--- config.mk ---
export PLATFORM = sky130hd
export DESIGN_NAME = hamming_block_dec_ctrl
export DESIGN_NICKNAME = d
export VERILOG_FILES = /design/src/rtl/hamming_block_dec_ctrl_pkg.sv /design/src/rtl/hamming15_11_dec.sv /design/src/rtl/hamming_block_dec_ctrl.sv
export SDC_FILE = /design/constraint.sdc
export NUM_CORES = 1
export LEC_CHECK = 0
export CAP_MARGIN = 20
export CORE_MARGIN = 2
export CORE_UTILIZATION = 57
export CTS_CLUSTER_DIAMETER = 30
export CTS_CLUSTER_SIZE = 14
export DETAILED_ROUTE_END_ITERATION = 8
export GPL_ROUTABILITY_DRIVEN = 0
export PLACE_DENSITY_LB_ADDON = 0.25
export SYNTH_ARGS = -nofsm -noshare
export SYNTH_HDL_FRONTEND = slang
export SYNTH_SLANG_ARGS = --single-unit
--- constraint.sdc ---
create_clock -name clk -period 5.5 [get_ports clk]
set_input_delay 1.375 -clock clk [delete_from_list [all_inputs] [get_ports clk]]
set_output_delay 1.375 -clock clk [all_outputs]
set_load 0.02 [all_outputs]
--- src/rtl/hamming_block_dec_ctrl_pkg.sv ---
// hamming_block_dec_ctrl_pkg: shared types and Hamming(15,11) layout constants
package hamming_block_dec_ctrl_pkg;
  typedef enum logic [2:0] {IDLE, RD_LO, RD_HI, CAP_HI, WR_LO, WR_HI, DONE} state_t;
  localparam int CW_W = 15;
  localparam int DATA_W = 11;
  localparam int PAR_POS [4] = '{8, 4, 2, 1};
  localparam int DATA_POS [DATA_W] = '{3, 5, 6, 7, 9, 10, 11, 12, 13, 14, 15};
endpackage

--- src/rtl/hamming15_11_dec.sv ---
// hamming15_11_dec: combinational single-error-correcting Hamming(15,11) decoder
module hamming15_11_dec
  import hamming_block_dec_ctrl_pkg::*;
(
  input  logic [CW_W:1]   d_in,
  output logic [DATA_W:1] d_out,
  output logic [3:0]      syndrome
);
  always_comb begin
    syndrome = '0;
    for (int j = 0; j < 4; j++)
      for (int p = 1; p <= CW_W; p++)
        if ((p & PAR_POS[j]) != 0) syndrome[3-j] = syndrome[3-j] ^ d_in[p];
    // a syndrome pointing at a parity position leaves every data bit untouched
    for (int i = 0; i < DATA_W; i++)
      d_out[i+1] = d_in[DATA_POS[i]] ^ (syndrome == 4'(DATA_POS[i]));
  end
endmodule

--- src/rtl/hamming_block_dec_ctrl.sv ---
// hamming_block_dec_ctrl: walks a block of Hamming(15,11) codewords in memory and writes back corrected data
module hamming_block_dec_ctrl
  import hamming_block_dec_ctrl_pkg::*;
#(
  parameter int ADDR_W    = 8,
  parameter int SRC_BASE  = 30,
  parameter int DST_BASE  = 0,
  parameter int NUM_WORDS = 15
) (
  input  logic                               clk,
  input  logic                               rst_n,
  input  logic                               start,
  output logic [ADDR_W-1:0]                  mem_addr,
  output logic                               mem_we,
  output logic [7:0]                         mem_wdata,
  input  logic [7:0]                         mem_rdata,
  output logic                               busy,
  output logic                               done,
  output logic [$clog2(NUM_WORDS+1)-1:0]     err_cnt
);
  localparam int CNT_W = $clog2(NUM_WORDS + 1);
  localparam int IDX_W = NUM_WORDS > 1 ? $clog2(NUM_WORDS) : 1;
  state_t state, nxt;
  logic [IDX_W-1:0] idx;
  logic [7:0] lo_q, hi_q;
  logic [DATA_W:1] d;
  logic [3:0] syn;
  logic [ADDR_W-1:0] off;
  logic rd, wr, hi_sel, last;
  logic unused_hi;
  assign unused_hi = hi_q[7];
  hamming15_11_dec u_dec (
    .d_in    ({hi_q[6:0], lo_q}),
    .d_out   (d),
    .syndrome(syn)
  );
  always_comb begin
    rd = state == RD_LO || state == RD_HI;
    wr = state == WR_LO || state == WR_HI;
    hi_sel = state == RD_HI || state == WR_HI;
    last = idx == IDX_W'(NUM_WORDS - 1);
    off = ADDR_W'({idx, 1'b0}) + ADDR_W'(hi_sel);
    mem_addr = rd ? ADDR_W'(SRC_BASE) + off : wr ? ADDR_W'(DST_BASE) + off : '0;
    mem_we = wr;
    mem_wdata = state == WR_LO ? d[8:1] : state == WR_HI ? {5'b0, d[11:9]} : '0;
    busy = state != IDLE;
    done = state == DONE;
  end
  always_comb begin
    nxt = state;
    case (state)
      IDLE:    nxt = start ? RD_LO : IDLE;
      RD_LO:   nxt = RD_HI;
      RD_HI:   nxt = CAP_HI;
      CAP_HI:  nxt = WR_LO;
      WR_LO:   nxt = WR_HI;
      WR_HI:   nxt = last ? DONE : RD_LO;
      DONE:    nxt = IDLE;
      default: nxt = IDLE;
    endcase
  end
  always_ff @(posedge clk or negedge rst_n) begin
    if (!rst_n) begin
      state   <= IDLE;
      idx     <= '0;
      lo_q    <= '0;
      hi_q    <= '0;
      err_cnt <= '0;
    end else begin
      state <= nxt;
      if (state == IDLE && start) begin
        idx     <= '0;
        err_cnt <= '0;
      end
      if (state == RD_HI) lo_q <= mem_rdata;
      if (state == CAP_HI) hi_q <= mem_rdata;
      if (state == WR_LO && syn != 4'd0) err_cnt <= err_cnt + CNT_W'(1);
      if (state == WR_HI && !last) idx <= idx + IDX_W'(1);
    end
  end
endmodule

==> results.cfg <==
[finish]
layout-drive-gt1-share_pct = 10.3
leading_cell_type_in_the_layout_fill_and_taps_excluded = clkdlybuf4s50_1
layout.cells.most_common_list = clkdlybuf4s50_1, dfrtp_1, nand2_1
layout.filler_cells = 284
area_growth_pct = 18.0
layout.nets = 268
fin_area_mm2 = 0.00238
finalCoreUtilization_pct = 70.7
antenna-diode-count = 0

[clocking]
tritoncts.num_buffers = 3
cts_root_buf = clkbuf_4
cts_sinks = 26
worst_setup_hold_path_clk_slew_ps = 130
cts_tree = built
htreeDepth = 1
cts_hold_buf = 0
clock_path_buffers = 2
clkLatencyLatePin_ps = 320
post_cts_resize_count = 0
cts_setup_buffers = 0

[route]
remaining_drc_errors = 0
drtPass1Iterations = 5
wl_um = 4630
wl_per_cell_um = 15.5
met2RoutedLength_um = 2120
vias_per_cell = 6.07
met3_layer_wire_length_in_the_routed_design_um = 350
dr.first_iter.drc_count = 215
top_layer = met4
via_count = 1809
wirelength_met1_um = 2100
postRouteAntennaNets = 0

[sta]
timing.final.crit_share_pct = 84.4
timing_max_transition_violations_final = 0
final.min_clock_period_ps = 4640
rsz0062_at_grt = no
timing_worst_slew_pin_value_ps = 840
max_freq_mhz = 215
timing_hold_violations_final = 0
slew_headroom_pct = 43.8
fin_worst_skew_ps = 8.57
finalSetupViolCount = 0
final.setup.worst_slack_ps = 857
setup_tns_ps = 0

[synthesis]
number_of_enable_flip_flop_cells_after_synthesis = 0
synth.ff_latch_count = 26
synth_seq_area_share_pct = 32.3
syn_inst = 226
synth-async-reset-ratio_pct = 100
synthesis.yosys.warnings = 0
post_synth_instance_area_mm2 = 0.00202
synth.avg_cell_area_um2 = 8.92
ys.flop_type = dfrtp_1
synth.distinct_cells = 50

[global_routing]
grt_start_max_net_pins = 27
grt_first_pass_wirelength_um = 7820
grt_pass1_vias = 1695
global_route.overflow_total = 0
grt_util_all_layers_pct = 24.2
antenna_found_initial = 0

[placed_design]
detailedPlacementHpwl_um = 3570
dpl_worst_slack_ps = 1240
dpl_cell_area_mm2 = 0.00234
place.port_buffers = 31

[critical_path]
r2r_setup_slack_ps = 3030
critPathCaptureType = primary output
crit_path_start_kind = register
worst_ep_required_time_ps = 4120
critPathKind = register to primary output
arrival_ps = 3270
cp_max_fo = 6

[die]
floorplan.rows = 21
i_o_pins = 34
core_area_mm2 = 0.00336
overall_die_area_mm2 = 0.00403
chipHeight_um = 63.5
die_width_um = 63.5
floorplan.initialDensity_pct = 59.9

[worst_hold_path]
hp-class = register to register

[run]
number_of_maximum_capacitance_violations = 0

[run_status]
status = complete, no violations
## state kept, by name, summed over array words and instances (netlist names)
register and cells:
state 3, err_cnt 4, lo_q 8, idx 4, hi_q 7
## metal layers
layer / GRT usage, % / vias to the layer above
met5: 0 / -
met4: 5.98 / 0
met3: 3.75 / 10
met2: 39.3 / 85
met1: 33.9 / 851
li1: - / 863
## cell usage after synthesis, types with 3 or more instances
master    instances  area share [%]
a31oi_1           3            0.93
nor2b_1           3            0.93
nor3_1           15             3.7
dfrtp_1          26              32
ha_1              4             2.5
nand3_1          10             2.5
xnor2_1          16             7.0
nor2_1           13             2.4
xor2_1           12             5.2
nand2b_1          3            0.93
mux2_2           15             8.4
o21ai_0          14             3.5
nand2_1          21             3.9
clkbuf_1          5            0.93
inv_1             8             1.5
and2_1            3            0.93
o22ai_1           5             1.6
a21oi_1           4            0.99
## worst max-delay path, stage by stage (launching register included)
cell             delay [ps]
dfrtp_1                 460
xor3_1                  440
xnor2_1                 260
nor3_1                  530
nor2_1                  130
or3_1                   370
a21oi_1                 140
clkdlybuf4s50_1         620
## per-stage QoR
step | hold WS (ps) | std cells
2_1_floorplan | 483 | 227
3_3_place_gp | 506 | 294
3_5_place_dp | 499 | 294
4_1_cts | 540 | 298
5_1_grt | 560 | 298
6_report | 541 | 298
## worst paths after layout
path                       startpoint  depth (start not counted)            to
setup / recovery              lo_q[5]                          7  mem_wdata[3]
hold / removal                lo_q[1]                          1       lo_q[1]
setup reg to reg              hi_q[0]                          6    err_cnt[2]
hold reg to reg               lo_q[1]                          1       lo_q[1]
max in group asynchronous       rst_n                          2       hi_q[6]
min in group asynchronous       rst_n                          2      state[2]
## area by class of cell
| class | count | area [µm²] | share of cell area, % |
|---|---|---|---|
| multi-input cells | 182 | 1290 | 54.1 |
| flip-flops and latches | 26 | 651 | 27.4 |
| repair buffers | 32 | 318 | 13.4 |
| well taps | 46 | 57.6 | 2.42 |
| clock buffers | 4 | 36.3 | 1.53 |
| inverters | 8 | 30.0 | 1.26 |
## cells by family (layout without fill, tap and decap cells)
kind of cell	after synthesis	count (layout)	share of synthesized area (%)
xor+xnor	30	30	14.6
flops	26	26	32.3
compound gates	42	42	14.2
buf+inv	19	44	4.10
mux	17	17	9.37
simple gates	87	87	22.8
fa+ha+maj	4	4	2.48
other cells	1	2	0.186
Power is left out: the tool's default activity adds up to more than one toggle a clock period on the data nets, which glitch-free logic cannot reach.
